$ cat config.mk
export PLATFORM = sky130hd
export DESIGN_NAME = usb_status_bank_flat
export DESIGN_NICKNAME = d
export VERILOG_FILES = /design/src/rtl/usb_status_bank_if.sv /design/src/rtl/usb_status_bank.sv /design/src/flat_wrapper.sv
export SDC_FILE = /design/constraint.sdc
export NUM_CORES = 1
export LEC_CHECK = 0
export ABC_CLOCK_PERIOD_IN_PS = 1300
export CAP_MARGIN = 0
export CELL_PAD_IN_SITES_DETAIL_PLACEMENT = 1
export CELL_PAD_IN_SITES_GLOBAL_PLACEMENT = 2
export CORE_ASPECT_RATIO = 1.75
export CORE_MARGIN = 2
export CORE_UTILIZATION = 24
export CTS_BUF_LIST = sky130_fd_sc_hd__clkbuf_4 sky130_fd_sc_hd__clkbuf_8
export CTS_CLUSTER_SIZE = 14
export DETAILED_ROUTE_END_ITERATION = 8
export GPL_TIMING_DRIVEN = 0
export PLACE_DENSITY_LB_ADDON = 0.1
export SLEW_MARGIN = 30
export SYNTH_ARGS = -nofsm -noshare
export SYNTH_HDL_FRONTEND = slang
export SYNTH_SLANG_ARGS = --single-unit
$ cat constraint.sdc
create_clock -name clk -period 1.3 [get_ports clk]
set_input_delay 0.26 -clock clk [delete_from_list [all_inputs] [get_ports clk]]
set_output_delay 0.26 -clock clk [all_outputs]
set_load 0.01 [all_outputs]
$ cat src/rtl/usb_status_bank_if.sv
// usb_status_bank_if
//   Groups every datapath-side and register-decoder-side signal of the
//   usb_status_bank.
//   - The master modport is the environment. It drives the per-channel
//     levels, the clear/mask inputs and the EHTS load/ack, and it observes
//     the registered outputs.
//   - The slave modport is the status bank itself.
//   Channel c occupies:
//   - status bits [3c+2:3c]
//   - error bits  [2c+1:2c]
//   - slices [c*W +: W] of the packed occupancy and counter buses.
interface usb_status_bank_if #(
  parameter int NUM_CH = 2,
  parameter int OCC_W  = 7,
  parameter int EHTS_W = 8,
  parameter int CNT_W  = 4
);
  logic [NUM_CH-1:0]        rx_data_ready;
  logic [NUM_CH-1:0]        rx_transfer_active;
  logic [NUM_CH-1:0]        tx_transfer_active;
  logic [NUM_CH-1:0]        rx_error;
  logic [NUM_CH-1:0]        tx_error;
  logic [NUM_CH*OCC_W-1:0]  buffer_occupancy;
  logic [EHTS_W-1:0]        next_ehts_data;
  logic                     ehts_load;
  logic                     ehts_ack;
  logic [2*NUM_CH-1:0]      err_clr;
  logic [NUM_CH-1:0]        cnt_clr;
  logic [NUM_CH-1:0]        hwm_clr;
  logic [2*NUM_CH-1:0]      irq_mask;

  logic [3*NUM_CH-1:0]      status_data;
  logic [2*NUM_CH-1:0]      error_data;
  logic [NUM_CH*CNT_W-1:0]  err_count;
  logic [NUM_CH*OCC_W-1:0]  bo_data;
  logic [NUM_CH*OCC_W-1:0]  bo_hwm;
  logic [EHTS_W-1:0]        ehts_data;
  logic                     ehts_valid;
  logic                     irq;

  modport master (
    output rx_data_ready, rx_transfer_active, tx_transfer_active,
           rx_error, tx_error, buffer_occupancy, next_ehts_data,
           ehts_load, ehts_ack, err_clr, cnt_clr, hwm_clr, irq_mask,
    input  status_data, error_data, err_count, bo_data, bo_hwm,
           ehts_data, ehts_valid, irq
  );

  modport slave (
    input  rx_data_ready, rx_transfer_active, tx_transfer_active,
           rx_error, tx_error, buffer_occupancy, next_ehts_data,
           ehts_load, ehts_ack, err_clr, cnt_clr, hwm_clr, irq_mask,
    output status_data, error_data, err_count, bo_data, bo_hwm,
           ehts_data, ehts_valid, irq
  );
endinterface

$ cat src/rtl/usb_status_bank.sv
// usb_status_bank
//   Multi-channel status/error register bank between the USB RX/TX
//   datapaths and the AHB register decoder. Every output is registered
//   (one cycle latency, no combinational input-to-output path).
//   Ports:
//   - clk : rising-edge system clock
//   - rst : synchronous active-high reset; clears all state, including
//           the error edge history
//   - bus : usb_status_bank_if.slave
//     - inputs : per-channel levels, occupancy, EHTS load/ack,
//                W1C/clear masks, irq mask
//     - outputs: status, sticky errors, saturating error counters,
//                occupancy and its high-water mark, EHTS data/valid, irq
module usb_status_bank #(
  parameter int NUM_CH = 2,
  parameter int OCC_W  = 7,
  parameter int EHTS_W = 8,
  parameter int CNT_W  = 4
) (
  input  logic               clk,
  input  logic               rst,
  usb_status_bank_if.slave   bus
);

  localparam logic [CNT_W-1:0] CNT_MAX = {CNT_W{1'b1}};

  logic [3*NUM_CH-1:0]     status_q, status_d;
  logic [2*NUM_CH-1:0]     error_q, error_d;
  logic [2*NUM_CH-1:0]     err_in;
  logic [NUM_CH-1:0]       rx_err_hist_q, tx_err_hist_q;
  logic [NUM_CH-1:0]       rx_edge, tx_edge;
  logic [NUM_CH*CNT_W-1:0] cnt_q, cnt_d;
  logic [NUM_CH*OCC_W-1:0] bo_q, bo_d;
  logic [NUM_CH*OCC_W-1:0] hwm_q, hwm_d;
  logic [EHTS_W-1:0]       ehts_data_q, ehts_data_d;
  logic                    ehts_valid_q, ehts_valid_d;
  logic                    irq_q, irq_d;

  // The increment is at most 2, so two guard bits hold any overflow
  // before it is clamped back to the counter width.
  function automatic logic [CNT_W-1:0] sat_add(input logic [CNT_W-1:0] base,
                                               input logic [1:0] inc);
    logic [CNT_W+1:0] sum;
    sum = {2'b00, base} + {{CNT_W{1'b0}}, inc};
    if (sum > {2'b00, CNT_MAX}) begin
      return CNT_MAX;
    end
    return sum[CNT_W-1:0];
  endfunction

  // Error events are rising edges against last cycle's registered level,
  // so an error held high counts only once.
  assign rx_edge = bus.rx_error & ~rx_err_hist_q;
  assign tx_edge = bus.tx_error & ~tx_err_hist_q;

  always_comb begin
    status_d     = '0;
    err_in       = '0;
    cnt_d        = cnt_q;
    bo_d         = bus.buffer_occupancy;
    hwm_d        = hwm_q;
    ehts_data_d  = ehts_data_q;
    ehts_valid_d = ehts_valid_q;

    for (int c = 0; c < NUM_CH; c++) begin
      status_d[3*c +: 3] = {bus.tx_transfer_active[c],
                            bus.rx_transfer_active[c],
                            bus.rx_data_ready[c]};
      err_in[2*c]        = bus.rx_error[c];
      err_in[2*c+1]      = bus.tx_error[c];

      // A clear in the same cycle as an edge leaves the edge count.
      cnt_d[c*CNT_W +: CNT_W] = sat_add(
          bus.cnt_clr[c] ? '0 : cnt_q[c*CNT_W +: CNT_W],
          {1'b0, rx_edge[c]} + {1'b0, tx_edge[c]});

      // A high-water clear reloads the live occupancy rather than zero.
      if (bus.hwm_clr[c] ||
          (bus.buffer_occupancy[c*OCC_W +: OCC_W] > hwm_q[c*OCC_W +: OCC_W])) begin
        hwm_d[c*OCC_W +: OCC_W] = bus.buffer_occupancy[c*OCC_W +: OCC_W];
      end
    end

    // Sticky: set beats the W1C clear in the same cycle.
    error_d = err_in | (error_q & ~bus.err_clr);

    // Load wins over ack, and it overwrites unread data.
    if (bus.ehts_load) begin
      ehts_data_d  = bus.next_ehts_data;
      ehts_valid_d = 1'b1;
    end else if (bus.ehts_ack) begin
      ehts_valid_d = 1'b0;
    end

    // Computed from next-state errors so irq moves with error_data.
    irq_d = |(error_d & bus.irq_mask);
  end

  always_ff @(posedge clk) begin
    if (rst) begin
      status_q      <= '0;
      error_q       <= '0;
      rx_err_hist_q <= '0;
      tx_err_hist_q <= '0;
      cnt_q         <= '0;
      bo_q          <= '0;
      hwm_q         <= '0;
      ehts_data_q   <= '0;
      ehts_valid_q  <= 1'b0;
      irq_q         <= 1'b0;
    end else begin
      status_q      <= status_d;
      error_q       <= error_d;
      rx_err_hist_q <= bus.rx_error;
      tx_err_hist_q <= bus.tx_error;
      cnt_q         <= cnt_d;
      bo_q          <= bo_d;
      hwm_q         <= hwm_d;
      ehts_data_q   <= ehts_data_d;
      ehts_valid_q  <= ehts_valid_d;
      irq_q         <= irq_d;
    end
  end

  assign bus.status_data = status_q;
  assign bus.error_data  = error_q;
  assign bus.err_count   = cnt_q;
  assign bus.bo_data     = bo_q;
  assign bus.bo_hwm      = hwm_q;
  assign bus.ehts_data   = ehts_data_q;
  assign bus.ehts_valid  = ehts_valid_q;
  assign bus.irq         = irq_q;

endmodule

$ cat src/flat_wrapper.sv
// flat-port wrapper written by rule: the top's interface ports become plain ports
module usb_status_bank_flat 
#(
  parameter int NUM_CH = 2,
  parameter int OCC_W  = 7,
  parameter int EHTS_W = 8,
  parameter int CNT_W  = 4
)
  (clk, rst, bus_rx_data_ready, bus_rx_transfer_active, bus_tx_transfer_active, bus_rx_error, bus_tx_error, bus_buffer_occupancy, bus_next_ehts_data, bus_ehts_load, bus_ehts_ack, bus_err_clr, bus_cnt_clr, bus_hwm_clr, bus_irq_mask, bus_status_data, bus_error_data, bus_err_count, bus_bo_data, bus_bo_hwm, bus_ehts_data, bus_ehts_valid, bus_irq);
  usb_status_bank_if #(.NUM_CH(NUM_CH), .OCC_W(OCC_W), .EHTS_W(EHTS_W), .CNT_W(CNT_W)) bus_i ();
  input  logic clk;
  input  logic rst;
  input wire logic [$bits(bus_i.rx_data_ready)-1:0] bus_rx_data_ready;
  input wire logic [$bits(bus_i.rx_transfer_active)-1:0] bus_rx_transfer_active;
  input wire logic [$bits(bus_i.tx_transfer_active)-1:0] bus_tx_transfer_active;
  input wire logic [$bits(bus_i.rx_error)-1:0] bus_rx_error;
  input wire logic [$bits(bus_i.tx_error)-1:0] bus_tx_error;
  input wire logic [$bits(bus_i.buffer_occupancy)-1:0] bus_buffer_occupancy;
  input wire logic [$bits(bus_i.next_ehts_data)-1:0] bus_next_ehts_data;
  input wire logic [$bits(bus_i.ehts_load)-1:0] bus_ehts_load;
  input wire logic [$bits(bus_i.ehts_ack)-1:0] bus_ehts_ack;
  input wire logic [$bits(bus_i.err_clr)-1:0] bus_err_clr;
  input wire logic [$bits(bus_i.cnt_clr)-1:0] bus_cnt_clr;
  input wire logic [$bits(bus_i.hwm_clr)-1:0] bus_hwm_clr;
  input wire logic [$bits(bus_i.irq_mask)-1:0] bus_irq_mask;
  output wire logic [$bits(bus_i.status_data)-1:0] bus_status_data;
  output wire logic [$bits(bus_i.error_data)-1:0] bus_error_data;
  output wire logic [$bits(bus_i.err_count)-1:0] bus_err_count;
  output wire logic [$bits(bus_i.bo_data)-1:0] bus_bo_data;
  output wire logic [$bits(bus_i.bo_hwm)-1:0] bus_bo_hwm;
  output wire logic [$bits(bus_i.ehts_data)-1:0] bus_ehts_data;
  output wire logic [$bits(bus_i.ehts_valid)-1:0] bus_ehts_valid;
  output wire logic [$bits(bus_i.irq)-1:0] bus_irq;
  assign bus_i.rx_data_ready = bus_rx_data_ready;
  assign bus_i.rx_transfer_active = bus_rx_transfer_active;
  assign bus_i.tx_transfer_active = bus_tx_transfer_active;
  assign bus_i.rx_error = bus_rx_error;
  assign bus_i.tx_error = bus_tx_error;
  assign bus_i.buffer_occupancy = bus_buffer_occupancy;
  assign bus_i.next_ehts_data = bus_next_ehts_data;
  assign bus_i.ehts_load = bus_ehts_load;
  assign bus_i.ehts_ack = bus_ehts_ack;
  assign bus_i.err_clr = bus_err_clr;
  assign bus_i.cnt_clr = bus_cnt_clr;
  assign bus_i.hwm_clr = bus_hwm_clr;
  assign bus_i.irq_mask = bus_irq_mask;
  assign bus_status_data = bus_i.status_data;
  assign bus_error_data = bus_i.error_data;
  assign bus_err_count = bus_i.err_count;
  assign bus_bo_data = bus_i.bo_data;
  assign bus_bo_hwm = bus_i.bo_hwm;
  assign bus_ehts_data = bus_i.ehts_data;
  assign bus_ehts_valid = bus_i.ehts_valid;
  assign bus_irq = bus_i.irq;
  usb_status_bank #(.NUM_CH(NUM_CH), .OCC_W(OCC_W), .EHTS_W(EHTS_W), .CNT_W(CNT_W)) u_core (.clk(clk), .rst(rst), .bus(bus_i));
endmodule
==> results of run 1 <==
-- logic make-up after synthesis --
| group | after synthesis |
|---|---|
| adder cells (fa/ha/maj) | 18 |
| AO/OA/AOI/OAI | 57 |
| AND/OR/NAND/NOR | 116 |
| multiplexers | 8 |
| buffers and inverters | 35 |
| flip-flops | 60 |
-- routing by layer --
layer / vias up / track usage, % / wire [um] / share of wire (%)
li1: 1283 / - / - / -
met1: 1306 / 17.19 / 3655 / 38
met2: 76 / 28.44 / 5222 / 54
met3: 10 / 4.240 / 576 / 6.0
met4: 0 / 5.159 / 131 / 1.4
met5: - / 0 / 0 / 0
-- metrics by stage --
stage | hold WS [ns] | TNS, ns | total power [W] | std cells | cell area, sq um
after floorplan | 0.3310 | -1.271 | 0.002747 | 294 | 2974
after global placement | 0.4706 | -24.40 | 0.003380 | 531 | 4164
after detailed placement | 0.4792 | -24.00 | 0.003397 | 531 | 4164
after CTS | 0.2920 | -2.626 | 0.005304 | 547 | 4388
after global routing | 0.2911 | -4.240 | 0.005599 | 552 | 4517
final | 0.3129 | -2.740 | 0.005266 | 552 | 4517
-- repair_timing --
item / CTS / global route
endpoints found under the setup margin: 78 / 40
pin swaps: 22 / 14
setup buffers: 2 / 5
resized for setup: 106 / 29
-- worst reg2reg max path, cell delays in order, from the launching register on --
cell	delay [ns]
dfxtp_1	0.30
nand2b_4	0.13
fa_2	0.41
inv_2	0.09
ha_4	0.17
buf_4	0.12
nand3_4	0.07
a21oi_2	0.12
-- power breakdown --
group	internal, W	leakage [nW]	total (W)	switching (W)
Clock	0.00114	0.116	0.00190	0.000762
Sequential	0.00199	0.505	0.00207	0.0000718
Combinational	0.000625	1.31	0.00130	0.000670
-- cell usage in the layout, fill, tap and decap left out, drive strengths merged --
| cell type | Yosys | final |
|---|---|---|
| clkdlybuf4s50 | 0 | 26 |
| dlygate4sd2 | 0 | 70 |
| and2 | 2 | 2 |
| nand2b | 9 | 9 |
| fa | 2 | 2 |
| nor2 | 16 | 16 |
| dfxtp | 60 | 60 |
| and2b | 6 | 6 |
| clkdlybuf4s15 | 0 | 3 |
| o21ai | 7 | 7 |
| nand3 | 30 | 30 |
| a41oi | 1 | 1 |
| nor3b | 2 | 2 |
| o211ai | 14 | 14 |
| buf | 11 | 15 |
| nor4 | 2 | 2 |
| a31oi | 2 | 2 |
| o21a | 5 | 5 |
| and3 | 2 | 2 |
| nor2b | 21 | 21 |
| and4 | 2 | 2 |
| clkinv | 0 | 3 |
| nor4b | 2 | 2 |
| clkbuf | 1 | 16 |
| nand3b | 2 | 2 |
| a21o | 2 | 2 |
| nor3 | 12 | 12 |
| a32oi | 14 | 14 |
| nand2 | 6 | 6 |
| a21oi | 12 | 12 |
| ha | 16 | 16 |
| mux2i | 8 | 8 |
| and3b | 2 | 2 |
| inv | 23 | 23 |
| bufinv | 0 | 2 |
-- final timing paths --
kind | to | slack [ns] | cells after the start
hold reg to reg | u_core.bus.ehts_valid$_SDFFE_PP0P_ | 0.49 | 2
setup reg to reg | u_core.bus.err_count[1]$_SDFF_PP0_ | -0.16 | 7
hold / removal | u_core.bus.err_count[7]$_SDFF_PP0_ | 0.31 | 2
setup / recovery | u_core.bus.err_count[1]$_SDFF_PP0_ | -0.16 | 7
-- layout make-up --
cell class,count,area (sq um)
Multi-Input combinational cell,199,1772
Sequential cell,60,1230
Clock inverter,5,75.07
Buffer,10,62.56
Timing Repair Buffer,109,977.2
Tap cell,135,168.9
Clock buffer,11,145.1
Fill cell,1329,6934
Inverter,23,86.33
-- registers in the layout (all words and copies together), names as in the netlist --
name	cells
u_core.bus.bo_data	14
u_core.bus.bo_hwm	14
u_core.bus.ehts_data	8
u_core.bus.ehts_valid	1
u_core.bus.err_count	8
u_core.bus.error_data	4
u_core.bus.irq	1
u_core.bus.status_data	6
u_core.rx_err_hist_q	2
u_core.tx_err_hist_q	2
==> key figures, run 1 <==
Run status
  • Status: complete, but fails checks
  • Failing checks: setup timing

Setup path
  • Crit-path slowest cell: fa_2
  • Critical path startpoint category: flip-flop
  • Crit Path Class: flip-flop to flip-flop
  • Crit path max fanout: 4
  • Critical Path Sink Type: flip-flop
  • Required time of the critical path: 1.58 ns
  • Worst path cell trace: nand2b_4 -> fa_2 -> inv_2 -> ha_4 -> buf_4 -> nand3_4 -> a21oi_2
  • CP bufs+invs: 2
  • Critical path's top delay family: adder cells
  • Crit path launch: u_core.rx_err_hist_q[0]$_SDFF_PP0_
  • Crit-path max cell delay: 0.41 ns
  • Worst path arrival time: 1.74 ns
  • Crit Reg-Reg Startpoint: u_core.rx_err_hist_q[0]$_SDFF_PP0_

GRT
  • Gr usage total: 15.64%
  • Vias in the first global route: 2809
  • Pin count of the biggest net entering global routing: 11
  • Final global-route overflow total: 0
  • First-pass GRT wire length: 15.10 mm
  • Initial antenna violation count: 0

Logic synthesis
  • Main synth FF type: dfxtp_1
  • Async SR Flop Fraction: 0%
  • Synthesized netlist cell count: 294
  • Post-synthesis sequential area ratio: 43.28%
  • Area leader, netlist: dfxtp_1
  • Cell variety after synth: 37
  • Post-synthesis compound-gate area fraction: 15.10%
  • Netlist Area Pre-Place: ~2800 sq um
  • Largest family of logic cells by synthesized area: simple AND/OR/NAND/NOR gates
  • Synth Net Count: 360
  • Top post-synthesis cells by area: dfxtp_1, ha_1, nand3_1
  • #FFs+latches synth: 60
  • Warnings, synthesis: 0
  • Synth top cells by count: dfxtp_1, nand3_1, inv_1
  • Top-count cell post-synth: dfxtp_1
  • Simple-gate area share of the yosys netlist: 24.12%
  • Adder and majority gate portion of the synthesized area: 8.656%
  • Synth top area share: 43.28%
  • Synthesized area per cell: around 9.4 sq um
  • Post-synthesis mux area share: 2.885%
  • Post-synth EDFFs: 0
  • Xor/xnor cell area share of the yosys netlist: 0%

Timing
  • Fmax: 685.5 MHz
  • Setup Viol. Count Final: 22
  • Setup ws final: -0.1588 ns
  • RSZ-0062 raised after global routing: true
  • Max-slew violations: 0
  • Final min period: 1.459 ns
  • Slew Limit Headroom: 76.25%
  • Clock skew: 0.01272 ns
  • Worst-Margin Slew: between 0.3 and 0.4 ns
  • Hold Fails Final Rpt: 0
  • Crit share post-route: 112.2%

Routing
  • Vias: 2675
  • # DRC: 0
  • Final wirelength: 9.585 mm
  • DRT Pass-1 Iters: 4
  • Routed len/inst: approximately 17 um
  • Initial drt markers: a little under 50
  • DR vias/cell: 4.846
  • Routed Antenna Nets: 0

CTS
  • Clk_lat worst skew: 0.35 ns
  • Cts hold-fix bufs: 0
  • # H-tree levels: 3
  • Worst-path clk slew: 0.07 ns
  • Clk sink count: 60
  • CTS tree: done
  • CTS buffer count: 9
  • Root buf cell: clkbuf_8
  • Clock tree buffer depth: 2

Layout
  • Area grow syn2layout: 62.76%
  • Antenna diodes: 0
  • Layout Nets: between 400 and 500
  • Share of layout cells above drive strength 1: 29.98%
  • Finished Core Util: 39.44%

Job
  • Max-cap violations: 0

Hold path
  • Worst hold-check path type: input port to flip-flop
  • Hold path start: bus_cnt_clr[1]

Floorplanning
  • Die area: ~12000 sq um
  • Core Rows: 52
  • Die H: 146.3 um
  • Initial core utilization: between 20% and 30%
  • Core Footprint: around 11000 sq um
  • Die X: 85.29 um
  • Total I/O pin count: about 100

Placed design
  • Post-DP HPWL: 7.035 mm
  • GPL Wtd Cong: roughly 0.8
  • DP Worst Slack: -0.7685 ns
  • IO buf count: 102

Power and ir drop
  • Pwr per Cell Area: 1166 nW/um^2
  • Maximum VDD drop: 0.5782 mV
  • Leakage: 1.931 nW
Note: power is estimated with default switching activity, not from simulation.
==> run 2, diff against run 1 <==
- CTS_CLUSTER_SIZE: 14 -> unset
- GPL_ROUTABILITY_DRIVEN: unset -> 1
- GPL_TIMING_DRIVEN: 0 -> unset
==> run 2 against run 1 <==
- the run still ends with setup timing left
- register-to-register slack hardly changed
- non-clock buffer count rose by 64
- combinational power grew 22%
- maximum frequency fell by 2.1%
- clock power shrank 18%
- via count rose by 5.7%
- power down 1.1%
- clock skew is 0.0046 ns lower
- first-iteration DRC count increased by 24%
- largest cell class unchanged
==> key figures, run 2 (synthesized netlist as in run 1, its figures left out) <==
Run status
  • Status: complete, but fails checks (unchanged)
  • Failing checks: setup timing (unchanged)

Floorplanning
  • Core Footprint: 11450 sq um (unchanged)
  • Total I/O pin count: 104 (unchanged)
  • Die X: 85.29 um (unchanged)
  • Initial core utilization: 24.24% (unchanged)
  • Die area: 12470 sq um (unchanged)
  • Die H: 146.3 um (unchanged)
  • Core Rows: 52 (unchanged)

Setup path
  • Crit Reg-Reg Startpoint: u_core.rx_err_hist_q[1]$_SDFF_PP0_ (was u_core.rx_err_hist_q[0]$_SDFF_PP0_)
  • Crit Path Class: input port to flip-flop (was flip-flop to flip-flop)
  • Required time of the critical path: 1.53 ns (was 1.58 ns)
  • Worst path arrival time: 1.72 ns (was 1.74 ns)
  • Crit-path slowest cell: clkdlybuf4s50_1 (was fa_2)
  • CP bufs+invs: 2 (unchanged)
  • Critical path startpoint category: input port (was flip-flop)
  • Crit-path max cell delay: 0.42 ns (was 0.41 ns)
  • Critical path's top delay family: buffers and inverters (was adder cells)
  • Crit path launch: bus_cnt_clr[1] (was u_core.rx_err_hist_q[0]$_SDFF_PP0_)
  • Crit path max fanout: 2 (was 4)
  • Worst path cell trace: clkdlybuf4s50_1 -> nand2b_1 -> fa_2 -> buf_4 -> nor4b_2 -> nor4_2 (was nand2b_4 -> fa_2 -> inv_2 -> ha_4 -> buf_4 -> nand3_4 -> a21oi_2)
  • Critical Path Sink Type: flip-flop (unchanged)

Placed design
  • GPL Wtd Cong: 0.7505 (was 0.7914)
  • Post-Place Cells: 592 (was 531)
  • Post-DP HPWL: 6.848 mm (was 7.035 mm)
  • IO buf count: 103 (was 102)
  • DP Area: 4668 sq um (was 4164 sq um)
  • DP Worst Slack: -0.6265 ns (was -0.7685 ns)

Timing
  • Max-slew violations: 0 (unchanged)
  • Fmax: 671.0 MHz (was 685.5 MHz)
  • Fin Setup TNS: -2.629 ns (was -2.740 ns)
  • WHS: 0.3368 ns (was 0.3129 ns)
  • Hold Fails Final Rpt: 0 (unchanged)
  • Final min period: 1.490 ns (was 1.459 ns)
  • RSZ-0062 raised after global routing: true (unchanged)
  • Slew Limit Headroom: 75.90% (was 76.25%)
  • Clock skew: 0.008133 ns (was 0.01272 ns)
  • Setup Viol. Count Final: 22 (unchanged)
  • Worst-Margin Slew: 0.3610 ns (was 0.3562 ns)
  • Setup ws final: -0.1904 ns (was -0.1588 ns)
  • Crit share post-route: 114.6% (was 112.2%)

Layout
  • Commonest non-fill, non-tap cell in the layout: buf_4 (was dlygate4sd2_1)
  • Fill cells: 1343 (was 1329)
  • Share of layout cells above drive strength 1: 41.37% (was 29.98%)
  • Area grow syn2layout: 79.85% (was 62.76%)
  • Fin area: 4991 sq um (was 4517 sq um)
  • Most frequent cells in the layout: buf_4, dlygate4sd2_1, dfxtp_1 (was dlygate4sd2_1, dfxtp_1, nand3_1)
  • Layout Nets: 542 (was 478)
  • Non-Filler Instances: 616 (was 552)
  • Antenna diodes: 0 (unchanged)

Routing
  • Routed Antenna Nets: 0 (unchanged)
  • Routed len/inst: 14.84 um (was 17.36 um)
  • DR vias/cell: 4.589 (was 4.846)
  • # DRC: 0 (unchanged)
  • Vias: 2827 (was 2675)
  • Final wirelength: 9.143 mm (was 9.585 mm)
  • Initial drt markers: 61 (was 49)
  • DRT Pass-1 Iters: 4 (unchanged)

Power and ir drop
  • Switching Fraction: 31.38% (was 28.55%)
  • Switching power: 0.001635 W (was 0.001504 W)
  • Clock network power share: 29.7% (was 36.2%)
  • Flop pwr share: 39.7% (was 39.2%)
  • Maximum VDD drop: 0.5069 mV (was 0.5782 mV)
  • Pint: 0.003574 W (was 0.003763 W)
  • Leakage: 2.205 nW (was 1.931 nW)
  • Pwr per Cell Area: 1044 nW/um^2 (was 1166 nW/um^2)
  • Combinational power share: 30.6% (was 24.6%)

Job
  • Max-cap violations: 0 (unchanged)

GRT
  • First-pass GRT wire length: 15.04 mm (was 15.10 mm)
  • Final global-route overflow total: 0 (unchanged)
  • Pin count of the biggest net entering global routing: 33 (was 11)
  • Vias in the first global route: 3108 (was 2809)
  • Gr usage total: 15.15% (was 15.64%)
  • Initial antenna violation count: 0 (unchanged)

CTS
  • Worst-path clk slew: 0.07 ns (about the same)
  • Root buf cell: clkbuf_8 (unchanged)
  • CTS buffer count: 9 (unchanged)
  • Clk_lat worst skew: 0.35 ns (about the same)
  • Clock tree buffer depth: 2 (unchanged)
  • CTS tree: done (unchanged)
  • # H-tree levels: 3 (unchanged)
  • Clk sink count: 60 (unchanged)

Hold path
  • Worst hold-check path type: input port to flip-flop (unchanged)
  • Hold path start: bus_cnt_clr[0] (was bus_cnt_clr[1])
-- run 2: final cells by class --
type,instances,area (sq um),area share (%)
clock buffers,9,123.9,2.482
clock inverters,7,52.55,1.053
flip-flops and latches,60,1222,24.49
multi-input cells,199,1773,35.52
repair buffers,183,1564,31.34
well taps,135,168.9,3.384
inverters,23,86.33,1.730
-- run 2: stage by stage --
step | utilization, % | total power (W)
global placement | 40.77 | 0.003630
global route | 43.59 | 0.005563
detailed placement | 40.77 | 0.003659
finish | 43.59 | 0.005209
floorplan | - | 0.002747
CTS | 43.14 | 0.005275
-- run 2: worst paths after layout --
path / depth (start not counted) / slack (ns) / end
min: 3 / 0.34 / u_core.bus.err_count[3]$_SDFF_PP0_
max: 6 / -0.19 / u_core.bus.err_count[7]$_SDFF_PP0_
max reg2reg: 5 / -0.17 / u_core.bus.err_count[7]$_SDFF_PP0_
min reg2reg: 2 / 0.50 / u_core.bus.ehts_data[5]$_SDFFE_PP0P_
-- run 2: power groups by stage --
stage | sequential (W) | combinational (W) | clock [W]
2_1_floorplan | 0.00217 | 0.000576 | 0
3_3_place_gp | 0.00211 | 0.00152 | 0
3_5_place_dp | 0.00211 | 0.00155 | 0
4_1_cts | 0.00207 | 0.00157 | 0.00163
5_1_grt | 0.00209 | 0.00176 | 0.00172
6_report | 0.00207 | 0.00159 | 0.00155
-- run 2: timing repair --
item / CTS / global route
cloned: 0 / 0
pin swaps: 21 / 14
setup buffers: 6 / 3
resized for setup: 147 / 23
endpoints found under the setup margin: 78 / 32
hold buffers: 0 / 0
-- run 2: per-layer routing --
layer	vias to the layer above	track usage [%]	share of wire, %
li1	1417	-	-
met1	1331	16.81	40
met2	64	27.50	54
met3	15	2.996	3.9
met4	0	6.270	2.1
met5	-	0	0
-- run 2: tightest hold or removal path, stage by stage --
cell and delay (ns):
dlygate4sd2_1 0.22, buf_4 0.12, nor4_1 0.05
==> run 3, diff against run 2 <==
- CORE_MARGIN: 2 -> 1.5
==> run 3 against run 2 <==
- the flow still finishes with violations (setup timing)
- clock-buffer cell count rose by 3
- power increased by 7.5%
- critical endpoint is now u_core.bus.bo_hwm[0]$_SDFFE_PP0P_
- largest cell class unchanged
- cell count shrank 2.1%
- sequential power is essentially flat
- critical path type is now flip-flop to flip-flop
==> key figures, run 3 (synthesized netlist as in run 1, its figures left out) <==
Power and ir drop
  • Switching Fraction: 27.54% (was 31.38%)
  • Pwr per Cell Area: 1123 nW/um^2 (was 1044 nW/um^2)
  • Pint: 0.004057 W (was 0.003574 W)
  • Switching power: 0.001542 W (was 0.001635 W)
  • Combinational power share: 28.3% (was 30.6%)
  • Leakage: 2.189 nW (was 2.205 nW)
  • Clock network power share: 34.6% (was 29.7%)
  • Maximum VDD drop: 0.5680 mV (was 0.5069 mV)
  • Tot Pwr: 0.005599 W (was 0.005209 W)
  • Flop pwr share: 37.1% (was 39.7%)

GRT
  • First-pass GRT wire length: 14.94 mm (was 15.04 mm)
  • Initial antenna violation count: 0 (unchanged)
  • Pin count of the biggest net entering global routing: 33 (unchanged)
  • Gr usage total: 15.29% (was 15.15%)
  • Final global-route overflow total: 0 (unchanged)
  • Vias in the first global route: 2974 (was 3108)

Layout
  • Commonest non-fill, non-tap cell in the layout: buf_4 (unchanged)
  • Layout Nets: 532 (was 542)
  • Antenna diodes: 0 (unchanged)
  • Most frequent cells in the layout: buf_4, dlygate4sd2_1, dfxtp_1 (unchanged)
  • Share of layout cells above drive strength 1: 40.55% (was 41.37%)
  • Area of the multi-input gates: 1770 sq um (was 1773 sq um)
  • Register area: 1224 sq um (was 1222 sq um)
  • Fill cells: 1280 (was 1343)
  • Area grow syn2layout: 79.62% (was 79.85%)

Setup path
  • Required time of the critical path: 1.52 ns (was 1.53 ns)
  • Worst path arrival time: 1.69 ns (was 1.72 ns)
  • Crit-path max cell delay: 0.35 ns (was 0.42 ns)
  • Crit path max fanout: 7 (was 2)
  • Critical path startpoint category: flip-flop (was input port)
  • Crit Reg-Reg Startpoint: u_core.bus.bo_hwm[2]$_SDFFE_PP0P_ (was u_core.rx_err_hist_q[1]$_SDFF_PP0_)
  • Crit Path Class: flip-flop to flip-flop (was input port to flip-flop)
  • Register-to-Register Path Depth: 6 (was 5)
  • Flop-to-flop setup slack: -0.17 ns (about the same)
  • Worst path cell trace: inv_2 -> ha_4 -> a21o_1 -> o21a_4 -> o211ai_1 -> nand3_1 (was clkdlybuf4s50_1 -> nand2b_1 -> fa_2 -> buf_4 -> nor4b_2 -> nor4_2)
  • Crit-path slowest cell: dfxtp_2 (was clkdlybuf4s50_1)
  • Critical Path Sink Type: flip-flop (unchanged)
  • FF-to-FF End: u_core.bus.bo_hwm[0]$_SDFFE_PP0P_ (was u_core.bus.err_count[7]$_SDFF_PP0_)

Routing
  • DR vias/cell: 4.698 (was 4.589)
  • DRT Pass-1 Iters: 4 (unchanged)
  • # DRC: 0 (unchanged)
  • Final wirelength: 9.187 mm (was 9.143 mm)
  • Routed len/inst: 15.24 um (was 14.84 um)
  • Routed Antenna Nets: 0 (unchanged)
  • Vias: 2833 (was 2827)
  • Initial drt markers: 39 (was 61)

CTS
  • Root buf cell: clkbuf_8 (unchanged)
  • CTS buffer count: 9 (unchanged)
  • # H-tree levels: 3 (unchanged)
  • Clock tree buffer depth: 2 (unchanged)
  • Clk sink count: 60 (unchanged)
  • CTS tree: done (unchanged)
  • Clk_lat worst skew: 0.34 ns (was 0.35 ns)
  • Worst-path clk slew: 0.07 ns (about the same)

Timing
  • Setup Viol. Count Final: 22 (unchanged)
  • Worst-Margin Slew: 0.3743 ns (was 0.3610 ns)
  • RSZ-0062 raised after global routing: true (unchanged)
  • WHS: 0.2591 ns (was 0.3368 ns)
  • Max-slew violations: 0 (unchanged)
  • Setup ws final: -0.1675 ns (was -0.1904 ns)
  • Fmax: 681.4 MHz (was 671.0 MHz)
  • Slew Limit Headroom: 75.01% (was 75.90%)
  • Final min period: 1.468 ns (was 1.490 ns)
  • Clock skew: 0.003001 ns (was 0.008133 ns)
  • Hold Fails Final Rpt: 0 (unchanged)
  • Crit share post-route: 112.9% (was 114.6%)

Floorplanning
  • Core Footprint: 11170 sq um (was 11450 sq um)
  • Initial core utilization: 24.85% (was 24.24%)
  • Die X: 84.29 um (was 85.29 um)
  • Total I/O pin count: 104 (unchanged)
  • Die area: 12240 sq um (was 12470 sq um)
  • Die H: 145.3 um (was 146.3 um)
  • Core Rows: 51 (was 52)

Run status
  • Status: complete, but fails checks (unchanged)
  • Failing checks: setup timing (unchanged)

Hold path
  • Worst hold endpoint: u_core.bus.bo_hwm[7]$_SDFFE_PP0P_ (was u_core.bus.err_count[3]$_SDFF_PP0_)
  • Worst hold-check path type: input port to flip-flop (unchanged)
  • Hold path start: bus_buffer_occupancy[7] (was bus_cnt_clr[0])
  • Hold path cells: 3 (unchanged)

Placed design
  • GPL Wtd Cong: 0.7620 (was 0.7505)
  • Post-DP HPWL: 6.812 mm (was 6.848 mm)
  • IO buf count: 103 (unchanged)
  • DP Worst Slack: -0.6602 ns (was -0.6265 ns)

Job
  • Max-cap violations: 0 (unchanged)
==> run 3: cell types whose count changed in the layout (fill, tap and decap cells not counted), moves of 2 or more <==
cell             change
buf_2                -3
buf_4               -12
buf_6                +4
bufinv_16            +2
clkbuf_4             +2
clkdlybuf4s15_1      -2
clkdlybuf4s50_1      -2
clkinvlp_4           -3
dlygate4sd2_1        +3
nand2_2              +2
nand2_4              -2
nand3_1              +2
nand3_2              -2
==> run 3: timing repair <==
item | CTS | global route
buffers inserted | 7 | 7
setup endpoints to repair | 78 | 34
hold buffers | 0 | 0
pin swaps | 30 | 13
gates resized for setup | 139 | 32
==> run 3: critical path, delay by kind of cell, from the launching register on <==
family          cells  cell delay (ns)
compound gates      3             0.64
fa+ha+maj           1             0.21
buf+inv             1             0.05
flops               1             0.35
simple gates        1             0.09
==> run 3: layout make-up <==
cell class                      count  area share, %
Clock buffer                       12          3.062
Clock inverter                      4          1.456
Inverter                           23          1.732
Multi-Input combinational cell    199          35.52
Sequential cell                    60          24.55
Tap cell                          132          3.313
Timing Repair Buffer              173          30.37
==> run 3: power by group through the flow <==
stage | clock network [W] | registers, W | logic (W)
6_report | 0.00194 | 0.00208 | 0.00158
5_1_grt | 0.00210 | 0.00209 | 0.00175
4_1_cts | 0.00204 | 0.00208 | 0.00155
3_5_place_dp | 0 | 0.00211 | 0.00153
3_3_place_gp | 0 | 0.00211 | 0.00151
2_1_floorplan | 0 | 0.00217 | 0.000576
==> run 3: worst max-delay path by stage <==
stage / from / endpoint / slack, ns / cells after the start
after global routing: u_core.bus.bo_hwm[2]$_SDFFE_PP0P_ / u_core.bus.bo_hwm[0]$_SDFFE_PP0P_ / -0.23 / 6
after global placement: bus_buffer_occupancy[6] / u_core.bus.bo_hwm[0]$_SDFFE_PP0P_ / -0.63 / 7
after CTS: u_core.rx_err_hist_q[0]$_SDFF_PP0_ / u_core.bus.err_count[3]$_SDFF_PP0_ / -0.19 / 6
final: u_core.bus.bo_hwm[2]$_SDFFE_PP0P_ / u_core.bus.bo_hwm[0]$_SDFFE_PP0P_ / -0.17 / 6
after floorplan: u_core.bus.bo_hwm[10]$_SDFFE_PP0P_ / u_core.bus.bo_hwm[13]$_SDFFE_PP0P_ / -0.09 / 7
after detailed placement: bus_buffer_occupancy[4] / u_core.bus.bo_hwm[0]$_SDFFE_PP0P_ / -0.66 / 7
==> run 3: metrics by stage <==
stage	utilization, %	area, sq um	TNS [ns]	instances
after global placement	41.01	4579	-12.60	576
after detailed placement	41.01	4579	-13.09	576
after global routing	44.64	4985	-4.082	603
after CTS	43.78	4888	-2.405	599
after floorplan	-	2974	-1.271	294
final	44.64	4985	-2.653	603
==> run 3: per-layer routing <==
metal	part of all wire, %	track usage [%]
met2	53	27.12
met3	4.4	3.015
met4	1.7	6.148
met5	0	0
met1	41	17.65
==> edit 1: new RTL, config.mk and constraints of run 3 <==
`bo_q` and `ehts_data_q` no longer have a reset.
--- a/src/rtl/usb_status_bank.sv
+++ b/src/rtl/usb_status_bank.sv
@@ -105,5 +105,3 @@
       cnt_q         <= '0;
-      bo_q          <= '0;
       hwm_q         <= '0;
-      ehts_data_q   <= '0;
       ehts_valid_q  <= 1'b0;
@@ -116,5 +114,3 @@
       cnt_q         <= cnt_d;
-      bo_q          <= bo_d;
       hwm_q         <= hwm_d;
-      ehts_data_q   <= ehts_data_d;
       ehts_valid_q  <= ehts_valid_d;
@@ -122,2 +118,7 @@
     end
+  end
+
+  always_ff @(posedge clk) begin
+    bo_q        <= bo_d;
+    ehts_data_q <= ehts_data_d;
   end
Check against the original RTL: not equivalent (Yosys sat finds a counterexample within 4 cycles, from zero or initial values and one cycle with rst high).
==> edit 1 against run 3 <==
Routed wire length decreased by 0.95%; total power shrank 3.0%; largest power group unchanged; area after synthesis shrank 5.4%; design area down 1.5%; clock power is 10% lower; worst setup slack lost 0.042 ns; largest cell class unchanged; synthesized cell count shrank 11%; count of clock-buffer cells in the layout is 1 lower; first-iteration DRC count decreased by 2.6%; the run still ends with setup timing left; sequential cell count did not move.
==> edit 1: results (changes against run 3) <==
Post-synth EDFFs=8 (+8); first-pass GRT wire length=14.2 mm (-5.1%); initial antenna violation count=0 (unchanged); layout cells sized above 1=46.3% (+5.7 points); Yosys top cell area share=39.6% (-3.6 points); Worst Hold End=u_core.bus.bo_data[12]$_DFF_P_; hold depth=2 (-1); crit-path max FO=7 (unchanged); Total Wirelength=9.10 mm (-0.95%); Synth async-reset ratio=0% (unchanged); clk root buf=clkbuf_8; Static Leak=2.06 nW (-6.1%); reg-to-reg endpoint=u_core.bus.bo_hwm[8]$_SDFFE_PP0P_; final setup vio count=22 (unchanged); leading post-synthesis cells by cell area=dfxtp_1 40%, edfxtp_1 9.1%, ha_1 7.6%; final worst slack=-0.210 ns (-0.0423 ns); Hold WC Path Type=in -> reg; setup TNS=-3.35 ns (-0.695 ns); start point of the worst hold path=bus_buffer_occupancy[12]; depth of the worst register-to-register path=6 (unchanged); FF-to-FF Start=u_core.bus.bo_hwm[9]$_SDFFE_PP0P_; fin nets=506 (-4.9%); global placer's final weighted congestion=0.776 (+1.9%); failing checks=setup timing; Critical-path top delay cell=dfxtp_2; H-tree levels=3 (unchanged); drt pass-1 iters=4 (unchanged); pin count of the biggest net entering global routing=15 (-55%); Ys Warns=0 (unchanged); Post-DP HPWL=6.75 mm (-0.91%); Clock Skews=0.00630 ns (+0.00330 ns); clk buf depth=2 (unchanged); DR iter-0 viols=38 (-2.6%); antenna cells=0 (unchanged); slowest stage delay, CP=approximately 0.34 ns; Syn Nets=327 (-9.2%); Clock transition at path regs=0.07 ns (about the same); gr usage total=16.3% (+1.0 points); status=complete, but fails checks; commonest cells in the netlist=52 x dfxtp_1, 30 x nand3_1, 23 x inv_1; clk_lat worst skew=0.34 ns (about the same); Seq/Total Area, Yosys=48.8% (+5.5 points); Rel. slew slack=76.3% (+1.3 points); Layout fillers=1222 (-4.5%); total clock buffers created by CTS=9 (unchanged); vias=2726 (-3.8%); Unique masters post-synth=34 (-8.1%); PortBufs=103 (unchanged); vias in the first global route=2876 (-3.3%); VDD IR max=0.452 mV (-20%)
==> edit 1: worst max-delay path, delay by kind of cell, from the launching register on <==
kind | cells | cell delay, ns
AOI/OAI and AO/OA | 2 | 0.43
adders and majority gates | 1 | 0.23
buffers and inverters | 1 | 0.05
DFF | 1 | 0.34
and+or+nand+nor | 2 | 0.33
==> edit 1: per-layer routing <==
layer	routed length, um	part of all wire (%)	track usage [%]	vias to the layer above
met4	133	1.5	6.51	0
li1	-	-	-	1329
met1	3470	38	16.6	1308
met2	5000	55	30.3	80
met5	0	0	0	-
met3	502	5.5	4.18	9
==> edit 1: layout make-up <==
class	instances	area, um2	share of cell area [%]
clock buffer	11	145	2.96
clock inverter	5	52.6	1.07
inverter	23	86.3	1.76
multi-input combinational	167	1640	33.5
sequential	60	1300	26.6
tap	130	163	3.31
timing repair buffer	179	1520	30.9
==> edit 1: logic make-up after synthesis <==
family	count (synthesis)	synth area share, %
AOI/OAI and AO/OA	57	15.9
buffers and inverters	34	5.76
adders and majority gates	18	9.15
and+or+nand+nor	92	20.4
DFF	60	48.8
==> edit 1: power by group <==
group	switching [mW]	internal (mW)	total, mW
registers	0.0738	2.04	2.12
logic	0.729	0.845	1.57
clock network	0.793	0.949	1.74
total	1.60	3.84	5.43
==> edit 1: repair_timing <==
action,in CTS,in global routing
pin swaps,32,18
endpoints found under the setup margin,78,43
gates resized for setup,138,42
buffers inserted,8,6
==> edit 1: worst max-delay path by stage <==
stage	from	endpoint	slack [ns]	depth (start not counted)
after floorplan	u_core.bus.bo_hwm[9]$_SDFFE_PP0P_	u_core.bus.bo_hwm[11]$_SDFFE_PP0P_	-0.12	6
after global placement	bus_buffer_occupancy[3]	u_core.bus.bo_hwm[6]$_SDFFE_PP0P_	-0.72	6
after detailed placement	bus_buffer_occupancy[3]	u_core.bus.bo_hwm[6]$_SDFFE_PP0P_	-0.78	6
after CTS	u_core.bus.bo_hwm[6]$_SDFFE_PP0P_	u_core.bus.bo_hwm[6]$_SDFFE_PP0P_	-0.20	7
after global routing	u_core.bus.bo_hwm[9]$_SDFFE_PP0P_	u_core.bus.bo_hwm[10]$_SDFFE_PP0P_	-0.29	6
final	u_core.bus.bo_hwm[9]$_SDFFE_PP0P_	u_core.bus.bo_hwm[8]$_SDFFE_PP0P_	-0.21	6
==> edit 1: metrics by stage <==
step / instance area (um2) / hold WS, ns / setup WS, ns / instances
CTS: 4870 / 0.272 / -0.203 / 571
global placement: 4530 / 0.473 / -0.724 / 547
detailed placement: 4530 / 0.503 / -0.778 / 547
floorplan: 2900 / 0.288 / -0.117 / 261
finish: 4910 / 0.259 / -0.210 / 575
global route: 4910 / 0.259 / -0.287 / 575
==> edit 2: new RTL, config.mk and constraints of run 3 <==
Without the edit above. `OCC_W` is set to 7 in 3 places; all go to 14.
--- a/src/rtl/usb_status_bank_if.sv
+++ b/src/rtl/usb_status_bank_if.sv
@@ -13,3 +13,3 @@
   parameter int NUM_CH = 2,
-  parameter int OCC_W  = 7,
+  parameter int OCC_W  = 14,
   parameter int EHTS_W = 8,
--- a/src/rtl/usb_status_bank.sv
+++ b/src/rtl/usb_status_bank.sv
@@ -15,3 +15,3 @@
   parameter int NUM_CH = 2,
-  parameter int OCC_W  = 7,
+  parameter int OCC_W  = 14,
   parameter int EHTS_W = 8,
--- a/src/flat_wrapper.sv
+++ b/src/flat_wrapper.sv
@@ -4,3 +4,3 @@
   parameter int NUM_CH = 2,
-  parameter int OCC_W  = 7,
+  parameter int OCC_W  = 14,
   parameter int EHTS_W = 8,
Interface: changed (resized bus_bo_data, bus_bo_hwm and bus_buffer_occupancy); port bits go from 104 to 146. No check against the original RTL was run, so the function may have changed too.
==> edit 2 against run 3 <==
The flow still finishes with violations (setup timing); worst setup slack lost 0.57 ns; area after synthesis increased by 36%; clock skew increased by 0.0090 ns; routed wire length rose by 19%; maximum frequency fell by 28%; combinational power rose by 8%; total power up 20%; design area increased by 29%; sequential cell count increased by 28; highest routed layer unchanged.
==> edit 2: results (changes against run 3) <==
status=complete, but fails checks; failing checks=setup timing; layout cells sized above 1=40.9% (+0.33 points); placed cells=751 (+30%); Adder-Cell Fraction of Synth Area=11.0% (+2.4 points); Syn Nets=464 (+29%); VDD IR max=0.424 mV (-25%); hold depth=2 (-1); setup TNS=-20.39 ns (-17.74 ns); clk_lat worst skew=0.36 ns (+0.02 ns); Post-Layout Cell Count=773 (+28%); PortBufs=145 (+41%); dpl cell area=0.00608 mm2 (+33%); Clock Skews=0.0120 ns (+0.00902 ns); Layout fillers=1743 (+36%); global placer's final weighted congestion=0.721 (-5.4%); Static Leak=2.97 nW (+36%); hold_ws=0.200 ns (-0.0589 ns); commonest cells in the netlist=88 x dfxtp_1, 48 x nor2_1, 47 x nor2b_1; vias=3292 (+16%); Layout non-clock buf frac=29.2% (-1.2 points); leading post-synthesis cells by cell area=dfxtp_1 47%, ha_1 10%, mux2_4 8.0%; r2r setup slk=-0.73 ns (-0.56 ns); final setup vio count=38 (+73%); crit-path max FO=10 (+3); Final clock-cell share=3.26% (-1.3 points); FF-to-FF Start=u_core.bus.bo_hwm[3]$_SDFFE_PP0P_; Buffers excl. clock=213 (+23%); post-synthesis mux area share=12.5% (+9.6 points); Clock transition at path regs=0.09 ns (+0.02 ns); vias in the first global route=3713 (+25%); Post-DP HPWL=8.45 mm (+24%); P&R area growth vs syn=70.0%; Rel. slew slack=78.1% (+3.1 points); area of the multi-input gates=0.00216 mm2 (+22%); Worst Hold End=u_core.rx_err_hist_q[0]$_SDFF_PP0_; crit path DAT=2.28 ns (+0.59 ns); depth of the worst register-to-register path=8 (+2); crit path launch=bus_buffer_occupancy[4]; inverters=37 (+61%); Seq/Total Area, Yosys=46.7% (+3.4 points); Internal Power=4.87 mW (+20%); start point of the worst hold path=bus_rx_error[0]; final worst slack=-0.737 ns (-0.570 ns); first-pass GRT wire length=17.8 mm (+19%); Synth Area in Compound Gates=6.30% (-8.8 points); Cells after Synth=370 (+26%); DR iter-0 viols=30 (-23%)
edit 2: changes by cell type after synthesis, moves of 15 or more:
| cell | delta |
|---|---|
| nor2_1 | +32 |
| dfxtp_1 | +28 |
| nand3_1 | -26 |
| nor2b_1 | +26 |
| mux2_4 | +20 |
| inv_1 | +15 |
edit 2: layer usage:
| layer | GRT usage (%) | vias to the layer above | wire (um) |
|---|---|---|---|
| met5 | 0 | - | 0 |
| met4 | 4.47 | 0 | 117 |
| met3 | 3.84 | 5 | 622 |
| met2 | 26.2 | 102 | 6030 |
| met1 | 13.9 | 1548 | 4180 |
| li1 | - | 1637 | - |
edit 2: critical path, stage by stage:
cell             delay [ns]
clkdlybuf4s50_1        0.47
ha_4                   0.29
nand4_1                0.13
o21bai_1               0.18
a311o_1                0.30
a21oi_4                0.19
buf_12                 0.17
mux2_4                 0.30
edit 2: timing repair:
item,4_1_cts,5_1_grt
gates resized for setup,238,36
hold endpoints to repair,0,0
setup buffers,7,4
setup endpoints to repair,120,52
pin swaps,13,7
